$ cat config.mk
export PLATFORM = sky130hd
export DESIGN_NAME = bin2bcd_seq
export DESIGN_NICKNAME = d
export VERILOG_FILES = /design/src/rtl/bin2bcd_seq.sv
export SDC_FILE = /design/constraint.sdc
export NUM_CORES = 1
export LEC_CHECK = 0
export ABC_AREA = 1
export CORE_ASPECT_RATIO = 0.75
export CORE_MARGIN = 10
export CORE_UTILIZATION = 30
export DETAILED_ROUTE_END_ITERATION = 12
export PLACE_DENSITY_LB_ADDON = 0.1
export SLEW_MARGIN = 20
export SYNTH_ARGS = -nofsm -noshare
export SYNTH_HDL_FRONTEND = slang
export SYNTH_SLANG_ARGS = --single-unit
export TNS_END_PERCENT = 20
$ cat constraint.sdc
create_clock -name clk -period 1.9 [get_ports clk]
set_input_delay 0.19 -clock clk [delete_from_list [all_inputs] [get_ports clk]]
set_output_delay 0.19 -clock clk [all_outputs]
set_load 0.1 [all_outputs]
$ cat src/rtl/bin2bcd_seq.sv
// Sequential binary-to-BCD converter (double dabble, one bit per clock).
// Define BCD_SIGNED_EN to treat bin_in as two's complement and report neg.
module bin2bcd_seq #(
  parameter int WIDTH  = 14,
  parameter int DIGITS = 5
) (
  input  logic                  clk,
  input  logic                  rst,
  input  logic                  start,
  input  logic [WIDTH-1:0]      bin_in,
  output logic                  busy,
  output logic                  done,
  output logic [4*DIGITS-1:0]   bcd_out,
  output logic                  neg
);

  localparam int BW = 4 * DIGITS;
  localparam int CW = $clog2(WIDTH + 1);
  localparam logic [CW-1:0] CNT_ONE  = CW'(1);
  localparam logic [CW-1:0] CNT_INIT = CW'(WIDTH);

  typedef enum logic [1:0] {
    IDLE,
    SHIFT,
    DONE
  } state_e;

  state_e            state_q, state_d;
  logic [WIDTH-1:0]  sr_q, sr_d;
  logic [BW-1:0]     acc_q, acc_d;
  logic [CW-1:0]     cnt_q, cnt_d;
  logic              busy_q, busy_d;
  logic              done_q, done_d;
  logic [BW-1:0]     bcd_q, bcd_d;
  logic [BW-1:0]     acc_adj;
  logic [WIDTH-1:0]  load_val;
  logic              capture;

  // Add-3 correction on every digit that would overflow past 9 when doubled
  always_comb begin
    acc_adj = acc_q;
    for (int i = 0; i < DIGITS; i++) begin
      if (acc_q[4*i +: 4] >= 4'd5)
        acc_adj[4*i +: 4] = acc_q[4*i +: 4] + 4'd3;
    end
  end

`ifdef BCD_SIGNED_EN
  localparam logic [WIDTH-1:0] ONE = WIDTH'(1);

  logic load_sign;
  logic sign_q, sign_d;
  logic neg_q, neg_d;

  always_comb begin
    load_sign = bin_in[WIDTH-1];
    load_val  = load_sign ? (~bin_in + ONE) : bin_in;
  end

  always_comb begin
    sign_d = sign_q;
    neg_d  = neg_q;
    if (state_q == DONE)
      neg_d = sign_q;
    if (capture)
      sign_d = load_sign;
  end

  always_ff @(posedge clk) begin
    if (rst) begin
      sign_q <= 1'b0;
      neg_q  <= 1'b0;
    end else begin
      sign_q <= sign_d;
      neg_q  <= neg_d;
    end
  end

  assign neg = neg_q;
`else
  assign load_val = bin_in;
  assign neg      = 1'b0;
`endif

  always_comb begin
    state_d = state_q;
    sr_d    = sr_q;
    acc_d   = acc_q;
    cnt_d   = cnt_q;
    bcd_d   = bcd_q;
    busy_d  = 1'b0;
    done_d  = 1'b0;
    capture = 1'b0;
    unique case (state_q)
      IDLE: begin
        if (start)
          capture = 1'b1;
      end
      SHIFT: begin
        busy_d = 1'b1;
        {acc_d, sr_d} = {acc_adj, sr_q} << 1;
        cnt_d = cnt_q - CNT_ONE;
        if (cnt_q == CNT_ONE)
          state_d = DONE;
      end
      DONE: begin
        bcd_d  = acc_q;
        done_d = 1'b1;
        if (start)
          capture = 1'b1;
        else
          state_d = IDLE;
      end
      default: state_d = IDLE;
    endcase
    if (capture) begin
      sr_d    = load_val;
      acc_d   = '0;
      cnt_d   = CNT_INIT;
      state_d = SHIFT;
    end
  end

  always_ff @(posedge clk) begin
    if (rst) begin
      state_q <= IDLE;
      sr_q    <= '0;
      acc_q   <= '0;
      cnt_q   <= '0;
      busy_q  <= 1'b0;
      done_q  <= 1'b0;
      bcd_q   <= '0;
    end else begin
      state_q <= state_d;
      sr_q    <= sr_d;
      acc_q   <= acc_d;
      cnt_q   <= cnt_d;
      busy_q  <= busy_d;
      done_q  <= done_d;
      bcd_q   <= bcd_d;
    end
  end

  assign busy    = busy_q;
  assign done    = done_q;
  assign bcd_out = bcd_q;

endmodule

==> run metrics, run 1 <==
outcome=complete, no violations; Die Footprint=14000 um2; total power after layout=3460 uW; Cell Pwr Density=957 nW/um2; nets in the synthesized netlist=418; post-placement cell count=542; post-route antenna net violation count=0; Pre-Repair DR Iteration Count=4; max incr delay on CP=0.31 ns; CTS resizes=0; sequential share of the synthesized area=0.431; total of warnings raised by yosys=0; global-route wire length before repair=11500 um; Skew-Pair Late Insertion Delay=0.33 ns; post-detailed-placement half-perimeter wirelength=4500 um; Reg-to-Reg End=acc_q[18]; DRC violation count after routing=0; ratio of cells with drive above 1 in the final layout=0.149; Clock Tree Buf Depth=2; diodes inserted=0; number of max-slew violations in the final report=0; Die Width=133 um; critical path launch point type=flip-flop; total grt overflow=0; reg2reg start=acc_q[17]; number of rows in the core area=30; final count of negative-setup-slack endpoints=0; library cell used as clock root buffer=clkbuf_16; capturing element type of the critical path=flip-flop; synthesized instance count=389; TritonCTS clock tree=done; Worst Hold Class=input pin to flip-flop; post-route insts no fill=558; part of the cycle the worst path needs=0.769; wire per inst=11.8 um; total number of clock tree sinks=62; pre-CTS worst setup slack=0.401 ns; worst supply voltage drop on vdd=0.418 mV; unrepaired setup endpoints after global routing=no; slack of the worst reg-to-reg path=0.44 ns; Buffers on Ports=38; number of post-CTS setup repair buffers=0; startpoint-to-endpoint class of the critical path=flip-flop to flip-flop; CTS clock-pin slew for the worst setup and hold paths=0.05 ns; iteration-0 DRC count of the detailed router=127; Vias/cell=4.47; initial antenna violation count=0; Setup Skew=0.00553 ns; CTS H-tree lvls=3; Hold Crit Start=bin_in[0]; CTS Buf Count=9; global placer's final weighted congestion=0.778; area of the core=9200 um2; largest driver fanout on the critical path=4; initial cell density of the core=0.313; Synth Cell Area=2880 um2; Core Util, Final=0.393; post-synth cell types=21; Hold Path Cell Cnt=3; via count of the first global-routing pass=2440; final hold violations=0; count of hold-fix buffers inserted at cts=0; area added between synthesis and finish=25.4%; end point of the most critical hold path=sr_q[0]; io pins=40; leakage power total=0.00154 uW; mean cell area of the mapped netlist=7.40 um2; cell with the largest stage delay on the worst path=dfxtp_1; max-cap violation count=0; DIE HEIGHT=105 um; drt total wl=6600 um; Final #Nets=454; data arrival time at the worst-slack endpoint=1.69 ns; Final Worst Setup Slack=0.438 ns; CP cell instances=inv_1, ha_1, inv_1, o21ai_0, nand2_1, nand2_1, nand3_1, nand2_1, inv_1; count of vias placed by the detailed router=2497; largest net degree at the start of global routing=41; global routing usage summed across all routing layers=0.0997; achievable frequency=0.684 GHz; final-layout setup total negative slack=0 ns; count of state elements after synthesis=62; data required time of the critical path=2.13 ns; post-route minimum period=1.46 ns; Worst R2R Path Depth=9
## cell type report
type | instances | area (um2)
fill | 955 | 5590
multi-input combinational | 256 | 1300
sequential | 62 | 1240
timing repair buffer | 44 | 395
clock buffer | 13 | 280
inverter | 52 | 195
tap | 128 | 160
clock inverter | 3 | 40.0
## synthesized netlist by cell type
cell type / instances / area, um2
nand2_1: 107 / 402
nand2_2: 3 / 18.8
o21ai_0: 26 / 130
a211oi_2: 1 / 12.5
dfxtp_1: 62 / 1240
buf_6: 7 / 78.8
nor3_1: 2 / 10.0
a21oi_2: 10 / 87.6
inv_2: 5 / 18.8
nand2_4: 1 / 11.3
a21oi_1: 37 / 185
nor2_1: 8 / 30.0
buf_2: 5 / 25.0
nand3_1: 33 / 165
clkbuf_1: 3 / 11.3
o21ai_1: 1 / 5.00
conb_1: 1 / 3.75
ha_1: 12 / 150
buf_4: 4 / 30.0
inv_1: 47 / 176
a31oi_1: 14 / 87.6
## sequential cells by signal (all words and copies together), names as in the netlist
signal / flops
done: 1
cnt_q: 4
bcd_out: 20
acc_q: 20
sr_q: 14
state_q: 2
busy: 1
## cell families after synthesis
family / Yosys count / synth area share
simple gates: 154 / 0.221
compound gates: 89 / 0.176
buf+inv: 71 / 0.118
flops: 62 / 0.431
fa+ha+maj: 12 / 0.0521
other cells: 1 / 0.00130
## worst max path at each step
stage / from / to / slack, ns
after floorplan: bcd_out[0] / bcd_out[0] / 0.58
after global placement: start / acc_q[18] / 0.43
after detailed placement: start / acc_q[9] / 0.40
after CTS: acc_q[16] / acc_q[18] / 0.43
after global routing: acc_q[16] / acc_q[18] / 0.30
final: acc_q[17] / acc_q[18] / 0.44
## worst max-delay path: cells and delay by family, from the launching register on
kind	cells	cell delay, ns
AO/OA/AOI/OAI	1	0.29
adder cells (fa/ha/maj)	1	0.22
flip-flops	1	0.31
AND/OR/NAND/NOR	4	0.34
buffers and inverters	3	0.21
## layer usage
metal  vias to the layer above  global-route usage  share of wire
li1                       1327                   -              -
met1                      1117               0.124           0.50
met2                        45               0.145           0.42
met3                         8              0.0526          0.065
met4                         0              0.0310          0.010
met5                         -                   0              0
## stage by stage
| step | cell area [um2] | hold slack [ns] |
|---|---|---|
| 2_1_floorplan | 2880 | 0.337 |
| 3_3_place_gp | 3290 | 0.452 |
| 3_5_place_dp | 3290 | 0.456 |
| 4_1_cts | 3610 | 0.415 |
| 5_1_grt | 3610 | 0.436 |
| 6_report | 3610 | 0.423 |
## power breakdown
group | total [uW] | internal (uW) | switching (uW)
clock network | 1720 | 1150 | 570
logic | 350 | 127 | 222
registers | 1390 | 1350 | 33.3
## cells in the final DEF, fill, tap and decap left out
cell             synthesis  routed
nor3_1                   2       2
nand2_2                  3       3
inv_2                    5       5
clkinv_2                 0       2
nand3_1                 33      33
a21oi_2                 10      10
nand2_1                107     107
o21ai_0                 26      26
buf_4                    4      26
dfxtp_1                 62      62
inv_1                   47      47
nor2_1                   8       8
conb_1                   1       1
clkbuf_8                 0       4
a31oi_1                 14      14
clkbuf_16                0       9
nand2_4                  1       1
o21ai_1                  1       1
clkdlybuf4s50_1          0      16
buf_12                   0       2
bufinv_16                0       1
a21oi_1                 37      37
a211oi_2                 1       1
ha_1                    12      12
(Power assumes the default switching activity.)
==> run 2: changes to the inputs <==
==> constraint.sdc (replaced) <==
create_clock -name clk -period 1.4 [get_ports clk]
set_input_delay 0.14 -clock clk [delete_from_list [all_inputs] [get_ports clk]]
set_output_delay 0.14 -clock clk [all_outputs]
set_load 0.1 [all_outputs]
==> run metrics, run 2 (same netlist as run 1, synthesis figures left out) <==
data required time of the critical path=1.66 ns (-0.47 ns); Skew-Pair Late Insertion Delay=0.33 ns (about the same); Cell Pwr Density=1120 nW/um2 (+17%); Final #Nets=459 (+1.1%); ratio of cells with drive above 1 in the final layout=0.171 (+0.0225); capturing element type of the critical path=flip-flop; count of hold-fix buffers inserted at cts=0 (unchanged); Clock Tree Buf Depth=2 (unchanged); area added between synthesis and finish=35.4%; CP cell instances=inv_1, ha_1, nand2_1, nand2_1, a21oi_1, nand2_1, a21oi_1; achievable frequency=0.784 GHz (+15%); TritonCTS clock tree=done; initial cell density of the core=0.313 (unchanged); CTS Buf Count=9 (unchanged); count of vias placed by the detailed router=2505 (+0.32%); area of the core=9200 um2 (unchanged); post-route antenna net violation count=0 (unchanged); largest driver fanout on the critical path=4 (unchanged); max-cap violation count=0 (unchanged); largest net degree at the start of global routing=41 (unchanged); max incr delay on CP=0.37 ns (+0.06 ns); final hold violations=0 (unchanged); data arrival time at the worst-slack endpoint=1.53 ns (-0.16 ns); Core Util, Final=0.424 (+0.0314); Die Footprint=14000 um2 (unchanged); final count of negative-setup-slack endpoints=0 (unchanged); DIE HEIGHT=105 um (unchanged); Pre-Repair DR Iteration Count=4 (unchanged); total grt overflow=0 (unchanged); iteration-0 DRC count of the detailed router=155 (+22%); outcome=complete, no violations; post-route cell area=3900 um2 (+8.0%); leakage power total=0.00160 uW (+4.0%); commonest non-fill, non-tap cells in the layout=107 x nand2_1, 62 x dfxtp_1, 42 x inv_1; cell with the largest stage delay on the worst path=dfxtp_1; unrepaired setup endpoints after global routing=yes; commonest non-fill, non-tap cell in the layout=nand2_1; number of rows in the core area=30 (unchanged); drt total wl=6580 um (-0.38%); Setup Skew=0.00531 ns (-0.000225 ns); global-route wire length before repair=11500 um (+0.11%); CP delay by family, top=flip-flops; critical path launch point type=flip-flop; library cell used as clock root buffer=clkbuf_16; most numerous cell on the critical path=nand2_1; global placer's final weighted congestion=0.844 (+8.6%); Die Width=133 um (unchanged); global routing usage summed across all routing layers=0.0991 (-0.000595); Worst Hold Class=input pin to flip-flop; DRC violation count after routing=0 (unchanged); diodes inserted=0 (unchanged); via count of the first global-routing pass=2449 (+0.37%); CTS H-tree lvls=3 (unchanged); area of placed instances=3630 um2 (+10%); wire per inst=11.7 um (-0.73%); startpoint-to-endpoint class of the critical path=flip-flop to flip-flop; post-detailed-placement half-perimeter wirelength=4660 um (+3.5%); Buffers on Ports=38 (unchanged); Vias/cell=4.47 (about the same); total number of clock tree sinks=62 (unchanged); number of max-slew violations in the final report=0 (unchanged); crit path buf inv count=1 (-2); part of the cycle the worst path needs=0.911 (+0.141); initial antenna violation count=0 (unchanged); post-route minimum period=1.27 ns (-0.187 ns); io pins=40 (unchanged); CTS clock-pin slew for the worst setup and hold paths=0.05 ns (about the same); worst supply voltage drop on vdd=0.585 mV (+40%)
## run 2: per-layer routing
metal	up-vias	global-route usage	part of all wire
met2	44	0.145	0.41
li1	1329	-	-
met4	0	0.0372	0.016
met5	-	0	0
met3	9	0.0474	0.062
met1	1123	0.123	0.51
## run 2: path summary, 6_finish.rpt
kind	from	endpoint	slack [ns]	cells after the start
max	acc_q[4]	acc_q[8]	0.13	7
min	bin_in[0]	sr_q[0]	0.38	3
max reg2reg	acc_q[4]	acc_q[8]	0.13	7
min reg2reg	state_q[1]	done	0.46	2
## run 2: metrics by stage
stage | setup slack (ns) | cells | power [uW] | hold slack [ns] | TNS [ns]
after floorplan | 0.0844 | 389 | 2280 | 0.287 | 0
after global placement | 0.0881 | 547 | 2430 | 0.451 | 0
after detailed placement | 0.0211 | 547 | 2430 | 0.458 | 0
after CTS | 0.00648 | 560 | 4450 | 0.374 | 0
after global routing | -0.0288 | 560 | 4600 | 0.402 | -0.0504
final | 0.125 | 560 | 4390 | 0.382 | 0
## run 2: layout make-up
class / count / area [um2]
clock buffer: 11 / 253
clock inverter: 2 / 10.0
fill: 944 / 5300
inverter: 52 / 195
multi-input combinational: 256 / 1310
sequential: 62 / 1240
tap: 128 / 160
timing repair buffer: 49 / 733
## run 2: tightest hold or removal path, stage by stage
cell             delay, ns
clkdlybuf4s50_1       0.39
nand2_1               0.06
a21oi_1               0.06
## run 2: repair_timing
item / CTS / global route
buffers inserted: 0 / 0
setup endpoints to repair: 0 / 11
gates resized for setup: 0 / 9
## run 2: power breakdown
| part | switching [uW] | internal, uW |
|---|---|---|
| Combinational | 308 | 204 |
| Clock | 733 | 1250 |
| Sequential | 48.9 | 1840 |
==> variant 1, RTL diff (config.mk and constraints of run 2) <==
The option `BCD_SIGNED_EN` is turned on by a define.
--- a/src/rtl/bin2bcd_seq.sv
+++ b/src/rtl/bin2bcd_seq.sv
@@ -1,5 +1,7 @@
 // Sequential binary-to-BCD converter (double dabble, one bit per clock).
 // Define BCD_SIGNED_EN to treat bin_in as two's complement and report neg.
+`define BCD_SIGNED_EN
+
 module bin2bcd_seq #(
   parameter int WIDTH  = 14,
   parameter int DIGITS = 5
Behaviour: same outputs for any inputs over 10 cycles, from zero or initial values and one cycle with rst high; that may be too few to reach the edited logic, so the function may still have changed.
==> variant 1 against run 2 <==
  * Synthesized cell count rose by 12%
  * Worst setup slack got worse by 0.052 ns
  * Routed wire length is 28% higher
  * Design area up 24%
  * Die area rose by 8.8%
  * Via count rose by 20%
  * Total power rose by 21%
  * Area after synthesis grew 11%
  * Critical path type unchanged
  * Sequential cell count rose by 2
  * Cell count rose by 20%
==> variant 1: results (changes against run 2) <==
post-route insts no fill=673 (was 560); Avg WL per Cell=12.49 microns (was 11.75 microns); Clock Network Area Fraction=6.935% (was 6.737%); Synth Area in XOR/XNOR=3.024% (was 0%); Iter 0 DRT Violations=170 (was 155); buffers added on ports=39 (was 38); peak supply drop=0.0006142 V (was 0.0005847 V); layout cells sized above 1=29.05% (was 17.13%); Mapped Cells=435 (was 389); CP max stage cell=dfxtp_4 (was dfxtp_1); met2 Track Usage GR=16.36% (was 14.54%); Pint=3.998 mW (was 3.295 mW); Reg-to-Reg Start=acc_q[16] (was acc_q[4]); R2R Setup Slk=0.07 ns (was 0.13 ns); met1 GRT Util=15.23% (was 12.29%); hold wc startpoint=acc_q[7] (was bin_in[0]); Post-CTS Resized=4 (was 0); met3 wire len=470 microns (was 411 microns); filler instances=1016 (was 944); top cells by count, synth=71 x nand2_1, 64 x dfxtp_1, 59 x o21ai_0 (was 107 x nand2_1, 62 x dfxtp_1, 47 x inv_1); hold-critical path endpoint=acc_q[7] (was sr_q[0]); outcome=finished, final reports clean (unchanged); GP Congestion=0.8554 (was 0.8443); Repair and plain buffers=103 (was 49); Met2 Wirelength=3.474 mm (was 2.708 mm); Synth Area in Adders=5.106% (was 5.213%); pin count of the biggest net entering global routing=36 (was 41); dpl hpwl=6.110 mm (was 4.657 mm); M3 GR Usage=4.301% (was 4.737%); Cell Count Post-Placement=647 (was 547); syn nets=465 (was 418)
-- variant 1: cell types whose count changed after synthesis, moves of 3 or more --
cell and change:
a31oi_1 -9, or2_2 +5, nor2_4 +3, buf_6 -4, nand2_1 -36, xor2_1 +11, a21oi_1 +12, nor2_1 +34
o21ai_0 +33, a21oi_2 -10, nand3_1 -13
-- variant 1: metrics by stage --
stage               setup WS [ns]  hold slack (ns)
floorplan                 0.05965           0.2882
global placement          -0.2827           0.4424
detailed placement        -0.3106           0.4519
CTS                     -0.007616           0.4599
global route             -0.03394           0.4764
finish                    0.07268           0.4562
-- variant 1: power by group through the flow --
stage | logic (mW) | registers (mW) | clock network [mW]
4_1_cts | 0.743 | 1.96 | 2.62
5_1_grt | 0.885 | 1.97 | 2.72
3_3_place_gp | 0.734 | 1.99 | 0
6_report | 0.785 | 1.96 | 2.54
2_1_floorplan | 0.396 | 2.01 | 0
3_5_place_dp | 0.738 | 1.99 | 0
==> variant 2, RTL diff (settings of run 2) <==
Without the edit above. Add an input register stage for `start`; this delays it by one clock. The other inputs are not delayed to match.
--- a/src/rtl/bin2bcd_seq.sv
+++ b/src/rtl/bin2bcd_seq.sv
@@ -24,6 +24,12 @@
     SHIFT,
     DONE
   } state_e;
+
+  logic start_q;
+
+  always_ff @(posedge clk) begin
+    start_q <= start;
+  end
 
   state_e            state_q, state_d;
   logic [WIDTH-1:0]  sr_q, sr_d;
@@ -93,7 +99,7 @@
     capture = 1'b0;
     unique case (state_q)
       IDLE: begin
-        if (start)
+        if (start_q)
           capture = 1'b1;
       end
       SHIFT: begin
@@ -106,7 +112,7 @@
       DONE: begin
         bcd_d  = acc_q;
         done_d = 1'b1;
-        if (start)
+        if (start_q)
           capture = 1'b1;
         else
           state_d = IDLE;
Function: changed (a bounded check fails within 4 cycles, from zero or initial values and one cycle with rst high).
==> variant 2 against run 2 <==
  * Sequential cell count up 1
  * Routed wire length up 8.8%
  * Combinational power up 5.3%
  * Via count up 1.9%
  * Design area up 1.5%
  * Total power up 13%
  * Count of clock-buffer cells in the layout unchanged
  * Clock skew down 0.00062 ns
  * Highest routed layer unchanged
  * Area after synthesis down 2.5%
  * Global-route usage up 0.60 points
  * Worst setup slack worse by 0.020 ns
==> variant 2: results (changes against run 2) <==
GP Congestion=0.7554 (was 0.8443); placed cell areas=0.003611 sq mm (was 0.003628 sq mm); outcome=finished, final reports clean (unchanged); Crit Path Max Fanout=25 (was 4); Met2 Wirelength=3.284 mm (was 2.708 mm); layout cells sized above 1=16.05% (was 17.13%); Vias=2553 (was 2505); Worst Reg-to-Reg Cells=6 (was 7); mean post-synth cell area=7.428 sq um (was 7.404 sq um); Nets=454 (was 459); CP top delay family=buffers and inverters (was flip-flops); Reg-to-Reg Start=state_q[1] (was acc_q[4]); first-pass GRT wire length=11.86 mm (was 11.53 mm); GRT Total Usage=10.51% (was 9.910%); pre-CTS WS=-0.04090 ns (was 0.02111 ns); Synth area leaders=dfxtp_1 45%, o21ai_0 9.6%, nand2_1 9.4% (was dfxtp_1 43%, nand2_1 14%, a21oi_1 6.4%); Worst Clk Skew=0.004688 ns (was 0.005309 ns); DRT met1 WL=3.547 mm (was 3.353 mm); Seq/Total Area, Yosys=44.92% (was 43.09%); vias in the first global route=2393 (was 2449); post-synth cell types=24 (was 21); syn nets=407 (was 418); met3 wire len=268 microns (was 411 microns); dpl hpwl=4.942 mm (was 4.657 mm); hold wc startpoint=start (was bin_in[0]); Cell Count Post-Placement=542 (was 547); FF-to-FF End=sr_q[12] (was acc_q[8]); hold slack final=0.2572 ns (was 0.3825 ns); Via-to-Cell Ratio=4.575 (was 4.473); hold-critical path depth=1 (was 3); Iter 0 DRT Violations=158 (was 155); hold-critical path endpoint=start_q (was sr_q[0]); Leak=1.621 nW (was 1.603 nW); pin count of the biggest net entering global routing=34 (was 41); top cells by count, synth=70 x nand2_1, 63 x dfxtp_1, 54 x o21ai_0 (was 107 x nand2_1, 62 x dfxtp_1, 47 x inv_1); final WL=7.161 mm (was 6.579 mm); Async S/R FF share, synth=0% (unchanged)
variant 2: cell count changes in the layout (fill, tap and decap cells not counted), sizes merged, moves of 2 or more:
cell      delta
a21oi        +3
a31oi        -9
buf          +4
bufinv       +2
clkinvlp     +2
inv          -7
nand2       -40
nand3        -6
nor2        +14
nor3         +2
o21ai       +31
variant 2: cell families after synthesis:
logic type      share of synthesized area [%]
fa+ha+maj                               5.347
compound gates                          21.39
flops                                   44.92
buf+inv                                 9.402
other cells                            0.1336
simple gates                            18.81
variant 2: what timing repair did:
item	CTS	global route
gates resized for setup	1	7
pin swaps	0	0
endpoints found under the setup margin	1	21
variant 2: power breakdown:
part | switching (mW) | leakage, nW | internal, mW
Sequential | 0.0576 | 0.513 | 1.88
Clock | 0.814 | 0.158 | 1.65
Combinational | 0.329 | 0.950 | 0.210
variant 2: layer usage:
metal / global-route usage (%) / vias to the layer above
met5: 0 / -
met4: 3.328 / 0
met3: 3.958 / 6
met2: 16.26 / 36
met1: 13.18 / 1164
li1: - / 1347
variant 2: cell type report:
class / instances / area, sq um / share of cell area (%)
repair buffers: 53 / 738.2 / 18.65
well taps: 128 / 160.2 / 4.047
flip-flops and latches: 63 / 1261 / 31.87
clock inverters: 5 / 80.08 / 2.023
multi-input cells: 253 / 1296 / 32.75
clock buffers: 11 / 252.7 / 6.386
inverters: 45 / 168.9 / 4.268
variant 2: worst max-delay path by stage:
stage | startpoint | end | slack [ns] | cells past startpoint
after floorplan | bcd_out[0] | bcd_out[0] | 0.08 | 2
after global placement | rst | acc_q[7] | -0.01 | 5
after detailed placement | rst | acc_q[7] | -0.04 | 5
after CTS | state_q[1] | cnt_q[1] | 0.03 | 5
after global routing | state_q[1] | acc_q[15] | -0.05 | 6
final | state_q[1] | sr_q[12] | 0.10 | 6
